`src/rtl/router_term_port.sv`:
```
// router_term_port: terminal-side port of a mesh router node.
//   Ingress FIFO: terminal -> router crossbar.  Egress FIFO: router -> terminal.
//   Both FIFOs are first-word-fall-through with a registered occupancy count.
// Optional feature macro: ROUTER_TERM_ID_CHECK_EN
//   When defined, egress pushes whose destination row/col differ from this
//   node's id are discarded and counted in drop_cnt (saturating at 255).

// FWFT FIFO shared by both directions; head reads as zero while empty.
module router_term_port_fifo #(
  parameter int W     = 40,
  parameter int DEPTH = 4
) (
  input  logic         clk,
  input  logic         reset,
  input  logic         i_push,
  input  logic [W-1:0] i_data,
  input  logic         i_pop,
  output logic [W-1:0] o_data,
  output logic         o_empty,
  output logic         o_full
);
  localparam int AW = $clog2(DEPTH);
  localparam logic [AW:0] CNT_FULL = (AW+1)'(DEPTH);

  logic [W-1:0]  r_mem [DEPTH];
  logic [AW-1:0] r_wr_ptr;
  logic [AW-1:0] r_rd_ptr;
  logic [AW:0]   r_count;
  logic          w_wr;
  logic          w_rd;

  // Full refuses a push even if a pop happens in the same cycle;
  // empty ignores a pop.
  assign o_empty = (r_count == '0);
  assign o_full  = (r_count == CNT_FULL);
  assign w_wr    = i_push & ~o_full;
  assign w_rd    = i_pop & ~o_empty;
  // Gating the head with empty makes it read zero straight out of reset.
  assign o_data  = o_empty ? '0 : r_mem[r_rd_ptr];

  // Storage needs no reset: the count gates every observable read.
  always_ff @(posedge clk) begin
    if (w_wr) r_mem[r_wr_ptr] <= i_data;
  end

  // Pointers wrap naturally (power-of-two depth); count tracks occupancy.
  always_ff @(posedge clk or posedge reset) begin
    if (reset) begin
      r_wr_ptr <= '0;
      r_rd_ptr <= '0;
      r_count  <= '0;
    end else begin
      if (w_wr) r_wr_ptr <= r_wr_ptr + 1'b1;
      if (w_rd) r_rd_ptr <= r_rd_ptr + 1'b1;
      case ({w_wr, w_rd})
        2'b10:   r_count <= r_count + 1'b1;
        2'b01:   r_count <= r_count - 1'b1;
        default: r_count <= r_count;
      endcase
    end
  end
endmodule

module router_term_port #(
  parameter int         pckg_sz    = 40,
  parameter int         fifo_depth = 4,
  parameter logic [3:0] id_row     = 4'd0,
  parameter logic [3:0] id_col     = 4'd0
) (
  input  logic               clk,
  input  logic               reset,
  input  logic [pckg_sz-1:0] data_out_i_in,
  input  logic               pndng_i_in,
  output logic               popin,
  output logic [pckg_sz-1:0] data_out,
  output logic               pndng,
  input  logic               pop,
  output logic [pckg_sz-1:0] rtr_data_out,
  output logic               rtr_pndng,
  input  logic               rtr_pop,
  input  logic [pckg_sz-1:0] rtr_data_in,
  input  logic               rtr_push,
  output logic               rtr_full,
  output logic [7:0]         drop_cnt
);
  logic w_in_full;
  logic w_in_empty;
  logic w_out_empty;
  logic w_eg_push;
  logic w_id_match;

  assign popin     = pndng_i_in & ~w_in_full;
  assign rtr_pndng = ~w_in_empty;
  assign pndng     = ~w_out_empty;

  // Destination row/col sit just below the 8-bit next-jump field.
  assign w_id_match = (rtr_data_in[pckg_sz-9 -: 4] == id_row) &&
                      (rtr_data_in[pckg_sz-13 -: 4] == id_col);

  router_term_port_fifo #(.W(pckg_sz), .DEPTH(fifo_depth)) u_ingress (
    .clk    (clk),
    .reset  (reset),
    .i_push (pndng_i_in),
    .i_data (data_out_i_in),
    .i_pop  (rtr_pop),
    .o_data (rtr_data_out),
    .o_empty(w_in_empty),
    .o_full (w_in_full)
  );

  router_term_port_fifo #(.W(pckg_sz), .DEPTH(fifo_depth)) u_egress (
    .clk    (clk),
    .reset  (reset),
    .i_push (w_eg_push),
    .i_data (rtr_data_in),
    .i_pop  (pop),
    .o_data (data_out),
    .o_empty(w_out_empty),
    .o_full (rtr_full)
  );

`ifdef ROUTER_TERM_ID_CHECK_EN
  logic [7:0] r_drop_cnt;
  logic       w_drop;

  // Only a push that would otherwise have been written can count as a drop.
  assign w_eg_push = rtr_push & w_id_match;
  assign w_drop    = rtr_push & ~rtr_full & ~w_id_match;
  assign drop_cnt  = r_drop_cnt;

  // Saturating count of misaddressed packets.
  always_ff @(posedge clk or posedge reset) begin
    if (reset)                              r_drop_cnt <= '0;
    else if (w_drop && r_drop_cnt != 8'hFF) r_drop_cnt <= r_drop_cnt + 8'd1;
  end
`else
  logic w_unused_id;

  // Every non-full push is written; the id compare has no consumer here.
  assign w_eg_push   = rtr_push;
  assign drop_cnt    = 8'd0;
  assign w_unused_id = w_id_match;
`endif
endmodule

```
`config.mk`:
```
export PLATFORM = sky130hd
export DESIGN_NAME = router_term_port
export DESIGN_NICKNAME = d
export VERILOG_FILES = /design/src/rtl/router_term_port.sv
export SDC_FILE = /design/constraint.sdc
export NUM_CORES = 1
export LEC_CHECK = 0
export ABC_AREA = 1
export CELL_PAD_IN_SITES_DETAIL_PLACEMENT = 1
export CELL_PAD_IN_SITES_GLOBAL_PLACEMENT = 2
export CORE_UTILIZATION = 36
export CTS_CLUSTER_SIZE = 30
export DETAILED_ROUTE_END_ITERATION = 12
export DONT_BUFFER_PORTS = 1
export GPL_ROUTABILITY_DRIVEN = 0
export HOLD_SLACK_MARGIN = 0.08
export PLACE_DENSITY = 0.82
export SYNTH_ARGS = -nofsm -noshare
export SYNTH_HDL_FRONTEND = slang
export SYNTH_SLANG_ARGS = --single-unit
```
`constraint.sdc`:
```
create_clock -name clk -period 3.6 [get_ports clk]
set_clock_uncertainty 0.05 [all_clocks]
set_input_delay 0.9 -clock clk [delete_from_list [all_inputs] [get_ports clk]]
set_output_delay 0.9 -clock clk [all_outputs]
set_load 0.02 [all_outputs]
```
==> reports/summary.json, run 1 <==
{
  "postSynthRegisterBits": 334,
  "post_synth_most_frequent_cells": "inv_1, nand2_1, edfxtp_1",
  "numCtsBuffers": 37,
  "pin_count": 178,
  "grt_setup_unrepaired": "no",
  "run_status": "complete, no violations",
  "drv.max_cap_violation_count": 0,
  "die-area_um2": 41430,
  "detail_route.vias_per_cell": 4.674,
  "drt-total-wl_um": 35020,
  "die_height_um": 203.6,
  "core_area_um2": 39910,
  "postSynth.asyncResetShare_pct": 4.192,
  "grt_start_max_net_pins": 83,
  "post-dp-hpwl_um": 22280,
  "global_route.usage.total_pct": 17.00,
  "drive_gt1_share_pct": 7.183,
  "synth_top_flop_cell": "edfxtp_1",
  "detailedRoute.firstPassIterationCount": 4,
  "leakage_nw": 7.105,
  "place_ws_ns": 0.7882,
  "n_antenna_cell": 0,
  "netlist.top_cell.by_area": "edfxtp_1",
  "num-nets-final": 1493,
  "std_cell_rows": 73,
  "ctsLongestPathBuffers": 3,
  "synth.area.top_cells": "edfxtp_1, inv_1, nand2_1",
  "reg2reg_setup_slack_ns": 1.25,
  "area_growth_pct": 11.93,
  "buffer_ports.inserted": 0,
  "synth_top_area_share_pct": 65.71,
  "drt_iter0_drcs": 349,
  "drt.antenna.violating_nets": 0,
  "maxSlewHeadroom_pct": 38.43,
  "clock_sink_count": 334,
  "initial_utilization_pct": 36.64,
  "clk_latency_ns": 0.54,
  "cp.arrival_ns": 2.37,
  "grt_pass1_wl_um": 53120,
  "cts_resized": 0,
  "setup_viol": 0,
  "clk_pin_slew_worst_paths_ns": 0.06,
  "slew_violations": 0,
  "die-width_um": 203.6,
  "synth-seq-area-share_pct": 68.10,
  "worstPathRequired_ns": 2.65,
  "reg2reg_depth": 10,
  "multiInputGateArea_um2": 2943,
  "clock_tree_from_tritoncts": "built",
  "worst_slack_ns": 0.2845,
  "post-cts-setup-buffers": 0,
  "rr_endpoint": "u_egress.r_count[2]",
  "fin_tns_setup_ns": 0,
  "hold_path_class": "primary input to asynchronous set/reset pin",
  "routed_wire_length_per_instance_um": 18.00,
  "overall_overflow_remaining_after_global_route": 0,
  "synth_cell_type_count": 21,
  "cts-root-buf": "clkbuf_16",
  "crit_slowest_cell": "inv_2",
  "fillerInstances": 4314,
  "fmax_ghz": 0.3016,
  "yosys_warnings": 0,
  "detail_route.drc_violations": 0,
  "detailroute.via_count": 9090,
  "hold_slack_ns": 0.3101,
  "crit_end_element": "output port",
  "synthesis.area_per_instance_um2": 10.54,
  "vdd_ir_drop_max_mv": 0.5536,
  "seq_area_um2": 9965,
  "layout_min_cycle_time_ns": 3.315,
  "timing.final.hold_violations": 0,
  "layoutNonFillerInstCount": 1945,
  "crit_chain": "inv_1 -> nand3_2 -> inv_2 -> a21oi_1 -> buf_4",
  "crit_path_start_kind": "flip-flop",
  "worstMarginPinSlew_ns": 0.9236,
  "antenna_violations_before_repair": 0,
  "mappedNetlistArea_um2": 14620,
  "slowest_delay_ns": 0.69,
  "cts_hold_repair.buffers": 0,
  "worst_r2r_startpoint": "u_egress.r_count[0]",
  "post-synth-top-count-cell": "inv_1",
  "synth-edff-count": 320,
  "htree_num_levels": 2,
  "grt_pass1_vias": 9449,
  "setup.worst_path.class": "flip-flop to output port",
  "period_share_pct": 92.10,
  "post_synth_inst_count": 1388,
  "p_per_area_nw_per_um2": 878.9,
  "critical_path_maximum_fanout": 40,
  "placed_cells": 1881
}
-- cell type report --
type / instances / share of cell area (%)
well taps: 525 / 4.013
flip-flops and latches: 334 / 60.88
clock inverters: 16 / 1.009
clock buffers: 48 / 6.039
inverters: 355 / 8.141
multi-input cells: 638 / 17.98
repair buffers: 29 / 1.942
-- worst max-delay path by stage --
stage                                   start                    to  slack [ns]  depth (start not counted)
after global routing      u_egress.r_count[0]          data_out[29]        0.11                          5
final                     u_egress.r_count[0]          data_out[29]        0.28                          5
after detailed placement  u_egress.r_count[0]          data_out[29]        0.79                          5
after CTS                 u_egress.r_count[0]          data_out[29]        0.21                          5
after global placement    u_egress.r_count[0]          data_out[29]        0.89                          5
after floorplan                      rtr_push  u_egress.r_mem[0][0]        0.38                          2
-- layout by cell type, fill, tap and decap left out --
cell type	netlist	routed
dfrtp_2	0	4
buf_4	22	21
clkinv_1	0	5
nor2_4	0	8
clkinv_2	0	5
ha_1	10	10
nand2_1	348	348
clkinvlp_4	0	2
a21oi_2	3	3
conb_1	1	8
xnor2_1	4	4
buf_12	0	8
nand4_1	2	2
inv_1	349	349
inv_2	6	6
dfrtp_1	14	10
clkbuf_1	0	10
bufinv_16	0	3
o21ai_0	4	4
edfxtp_1	320	320
a21oi_1	77	77
clkinv_8	0	1
nand3_1	169	169
clkbuf_16	0	38
nand2_2	1	1
fa_1	2	2
nand3_2	2	2
-- kinds of logic (layout without fill, tap and decap cells) --
| logic type | after synthesis | count (layout) | share of synthesized area [%] |
|---|---|---|---|
| flip-flops | 334 | 334 | 68.10 |
| AND/OR/NAND/NOR | 530 | 530 | 15.19 |
| AO/OA/AOI/OAI | 84 | 84 | 2.952 |
| adder cells (fa/ha/maj) | 12 | 12 | 1.129 |
| XOR/XNOR | 4 | 4 | 0.2395 |
| other | 1 | 8 | 0.02564 |
| buffers and inverters | 423 | 448 | 12.36 |
-- flip-flops by register name (all words and copies together), names as in the netlist --
register and count:
u_egress.r_mem 160, u_ingress.r_mem 160, u_egress.r_count 3, u_ingress.r_count 3, u_egress.r_rd_ptr 2, u_egress.r_wr_ptr 2
u_ingress.r_rd_ptr 2, u_ingress.r_wr_ptr 2
-- stage by stage --
stage          power, mW  utilization, %  area (um2)
2_1_floorplan      9.558               -       14650
3_3_place_gp       10.82           38.12       15210
3_5_place_dp       10.95           38.12       15210
4_1_cts            14.64           41.01       16370
5_1_grt            15.23           41.01       16370
6_report           14.39           41.01       16370
-- where the power goes --
part	internal [mW]	switching [mW]	total, mW
clock network	2.15	1.48	3.63
registers	5.13	0.201	5.33
logic	1.29	4.14	5.42
-- worst max-delay path: cells and delay by family (launching register included) --
kind / cells / cell delay, ns
buf+inv: 3 / 1.04
flops: 1 / 0.39
simple gates: 1 / 0.22
compound gates: 1 / 0.17
-- layer usage --
metal	up-vias	part of all wire (%)	global-route usage, %
met5	-	0	0
met4	0	2.1	4.914
met3	45	4.9	3.899
met2	165	50	29.42
met1	4510	43	21.14
li1	4370	-	-
No activity file was read; power rests on OpenSTA's default activity.
==> inputs of run 2 (changes only) <==
- PLACE_DENSITY: 0.82 -> 0.69
==> reports/summary.json, run 2 (synthesis results as in run 1) <==
{
  "clock_sink_count": {"value": 334, "change": "unchanged"},
  "critical_path.top_delay_family": {"value": "buffers and inverters", "change": "unchanged"},
  "die-width": {"value": 203.6, "unit": "um", "change": "unchanged"},
  "sw_frac_of_total": {"value": 40.69, "unit": "%", "change": "was 40.40%"},
  "grt_pass1_vias": {"value": 9298, "change": "was 9449"},
  "dpl-instance-area": {"value": 15130, "unit": "um2", "change": "was 15210 um2"},
  "reg2reg_setup_slack": {"value": 1.36, "unit": "ns", "change": "was 1.25 ns"},
  "drt_iter0_drcs": {"value": 331, "change": "was 349"},
  "clock_tree_from_tritoncts": {"value": "built", "change": "unchanged"},
  "critical_path_maximum_fanout": {"value": 40, "change": "unchanged"},
  "num-nets-final": {"value": 1491, "change": "was 1493"},
  "clk_latency": {"value": 0.54, "unit": "ns", "change": "about the same"},
  "slowest_delay": {"value": 0.76, "unit": "ns", "change": "was 0.69 ns"},
  "worstMarginPinSlew": {"value": 0.9819, "unit": "ns", "change": "was 0.9236 ns"},
  "vdd_ir_drop_max": {"value": 0.5232, "unit": "mV", "change": "was 0.5536 mV"},
  "pwr-share-clk": {"value": 25.4, "unit": "%", "change": "was 25.2%"},
  "area_growth": {"value": 11.59, "unit": "%", "change": "was 11.93%"},
  "maxSlewHeadroom": {"value": 34.54, "unit": "%", "change": "was 38.43%"},
  "crit_path_start_kind": {"value": "flip-flop", "change": "unchanged"},
  "crit_end_element": {"value": "output port", "change": "unchanged"},
  "routed_wire_length_per_instance": {"value": 18.04, "unit": "um", "change": "was 18.00 um"},
  "clk_pin_slew_worst_paths": {"value": 0.06, "unit": "ns", "change": "about the same"},
  "drt.antenna.violating_nets": {"value": 0, "change": "unchanged"},
  "cp.arrival": {"value": 2.48, "unit": "ns", "change": "was 2.37 ns"},
  "p_per_area": {"value": 881.5, "unit": "nW/um2", "change": "was 878.9 nW/um2"},
  "n_antenna_cell": {"value": 0, "change": "unchanged"},
  "detailroute.via_count": {"value": 9031, "change": "was 9090"},
  "cts_hold_repair.buffers": {"value": 0, "change": "unchanged"},
  "timing.final.hold_violations": {"value": 0, "change": "unchanged"},
  "crit_chain": {"value": "inv_1 -> nand3_2 -> inv_2 -> a21oi_1 -> buf_4", "change": "unchanged"},
  "placed_cells": {"value": 1877, "change": "was 1881"},
  "setup.worst_path.class": {"value": "flip-flop to output port", "change": "unchanged"},
  "period_share": {"value": 95.17, "unit": "%", "change": "was 92.10%"},
  "ctsLongestPathBuffers": {"value": 3, "change": "unchanged"},
  "detail_route.drc_violations": {"value": 0, "change": "unchanged"},
  "power.combinational.fraction": {"value": 37.6, "unit": "%", "change": "was 37.7%"},
  "fmax": {"value": 0.2919, "unit": "GHz", "change": "was 0.3016 GHz"},
  "most-common-layout-cells": {"value": "inv_1, nand2_1, edfxtp_1, nand3_1, a21oi_1", "change": "unchanged"},
  "netSwitchingPower": {"value": 5.854, "unit": "mW", "change": "was 5.812 mW"},
  "antenna_violations_before_repair": {"value": 0, "change": "unchanged"},
  "worstPathRequired": {"value": 2.65, "unit": "ns", "change": "about the same"},
  "layoutNonFillerInstCount": {"value": 1945, "change": "unchanged"},
  "cts-root-buf": {"value": "clkbuf_16", "change": "unchanged"},
  "top_regs": {"value": "u_egress.r_mem x160, u_ingress.r_mem x160", "change": "unchanged"},
  "core_area": {"value": 39910, "unit": "um2", "change": "unchanged"},
  "initial_utilization": {"value": 36.64, "unit": "%", "change": "unchanged"},
  "reg2reg_depth": {"value": 10, "change": "unchanged"},
  "grt_setup_unrepaired": {"value": "yes", "change": "was no"},
  "global_route.usage.total": {"value": 17.31, "unit": "%", "change": "was 17.00%"},
  "intPower": {"value": 8.532, "unit": "mW", "change": "was 8.573 mW"},
  "die_height": {"value": 203.6, "unit": "um", "change": "unchanged"},
  "overall_overflow_remaining_after_global_route": {"value": 0, "change": "unchanged"},
  "grt_pass1_wl": {"value": 54100, "unit": "um", "change": "was 53120 um"},
  "numCtsBuffers": {"value": 39, "change": "was 37"},
  "final_common_cell": {"value": "inv_1", "change": "unchanged"},
  "power_frac_seq": {"value": 37.0, "unit": "%", "change": "was 37.1%"},
  "rr_endpoint": {"value": "u_egress.r_count[2]", "change": "unchanged"},
  "critical_path.n_buffers_inverters": {"value": 3, "change": "unchanged"},
  "grt_start_max_net_pins": {"value": 83, "change": "unchanged"},
  "htree_num_levels": {"value": 2, "change": "unchanged"},
  "slew_violations": {"value": 0, "change": "unchanged"},
  "finish.instance_area": {"value": 16320, "unit": "um2", "change": "was 16370 um2"},
  "std_cell_rows": {"value": 73, "change": "unchanged"},
  "detailedRoute.firstPassIterationCount": {"value": 4, "change": "unchanged"},
  "hold_path_class": {"value": "primary input to asynchronous set/reset pin", "change": "unchanged"},
  "setup_viol": {"value": 0, "change": "unchanged"},
  "leakage": {"value": 7.083, "unit": "nW", "change": "was 7.105 nW"},
  "buffer_ports.inserted": {"value": 0, "change": "unchanged"},
  "worst_r2r_startpoint": {"value": "u_egress.r_count[0]", "change": "unchanged"},
  "drive_gt1_share": {"value": 7.113, "unit": "%", "change": "was 7.183%"},
  "die-area": {"value": 41430, "unit": "um2", "change": "unchanged"},
  "drt-total-wl": {"value": 35090, "unit": "um", "change": "was 35020 um"},
  "crit_slowest_cell": {"value": "inv_2", "change": "unchanged"},
  "layout_min_cycle_time": {"value": 3.426, "unit": "ns", "change": "was 3.315 ns"},
  "detail_route.vias_per_cell": {"value": 4.643, "change": "was 4.674"},
  "pin_count": {"value": 178, "change": "unchanged"},
  "post-dp-hpwl": {"value": 20480, "unit": "um", "change": "was 22280 um"},
  "run_status": {"value": "complete, no violations", "change": "unchanged"},
  "drv.max_cap_violation_count": {"value": 0, "change": "unchanged"}
}
==> run 2: per-layer routing <==
layer	part of all wire (%)	vias to the layer above	GRT usage, %	wire length (um)
met5	0	-	0	0
met4	2.3	0	5.881	796
met3	5.1	56	4.267	1772
met2	49	144	28.97	17130
met1	44	4464	21.83	15390
li1	-	4367	-	-
==> run 2: layout make-up <==
| cell class | count | area (um2) |
|---|---|---|
| well taps | 525 | 656.9 |
| repair buffers | 25 | 237.7 |
| fillers | 4404 | 23600 |
| flip-flops and latches | 334 | 9965 |
| multi-input cells | 638 | 2943 |
| clock inverters | 20 | 122.6 |
| clock buffers | 48 | 1062 |
| inverters | 355 | 1333 |
==> run 2: worst max path at each step <==
stage,slack (ns),end,startpoint,cells past startpoint
floorplan,0.38,u_egress.r_mem[0][0],rtr_push,2
global placement,0.69,rtr_data_out[5],u_ingress.r_count[1],5
detailed placement,0.69,rtr_data_out[5],u_ingress.r_count[1],5
CTS,0.08,rtr_data_out[5],u_ingress.r_count[1],5
global route,-0.006,rtr_data_out[5],u_ingress.r_count[0],5
finish,0.17,rtr_data_out[5],u_ingress.r_count[1],5
==> run 2: stage by stage <==
step | setup TNS [ns] | total power [mW] | setup slack (ns) | util (%) | hold WS [ns]
2_1_floorplan | 0 | 9.558 | 0.3777 | - | 0.3965
3_3_place_gp | 0 | 10.86 | 0.6852 | 37.92 | 0.4131
3_5_place_dp | 0 | 10.97 | 0.6863 | 37.92 | 0.4161
4_1_cts | 0 | 14.70 | 0.08427 | 40.89 | 0.2900
5_1_grt | -0.005881 | 15.33 | -0.005881 | 40.89 | 0.3171
6_report | 0 | 14.39 | 0.1738 | 40.89 | 0.2917
==> run 2: power by group through the flow <==
stage	clock (mW)	sequential, mW	combinational (mW)
after global routing	3.93	5.40	6.01
after detailed placement	0	5.41	5.56
after global placement	0	5.39	5.48
after floorplan	0	5.39	4.17
final	3.65	5.33	5.41
after CTS	3.78	5.34	5.58
==> run 2: repair_timing <==
action | CTS | global route
setup buffers | 0 | 0
resized for setup | 0 | 0
setup endpoints to repair | 0 | 1
hold endpoints to repair | 0 | 0
==> run 2: worst reg2reg max path: cells and delay by family, from the launching register on <==
kind                     cells  cell delay (ns)
AND/OR/NAND/NOR              6             0.85
adder cells (fa/ha/maj)      2             0.66
flip-flops                   1             0.38
buffers and inverters        2             0.20
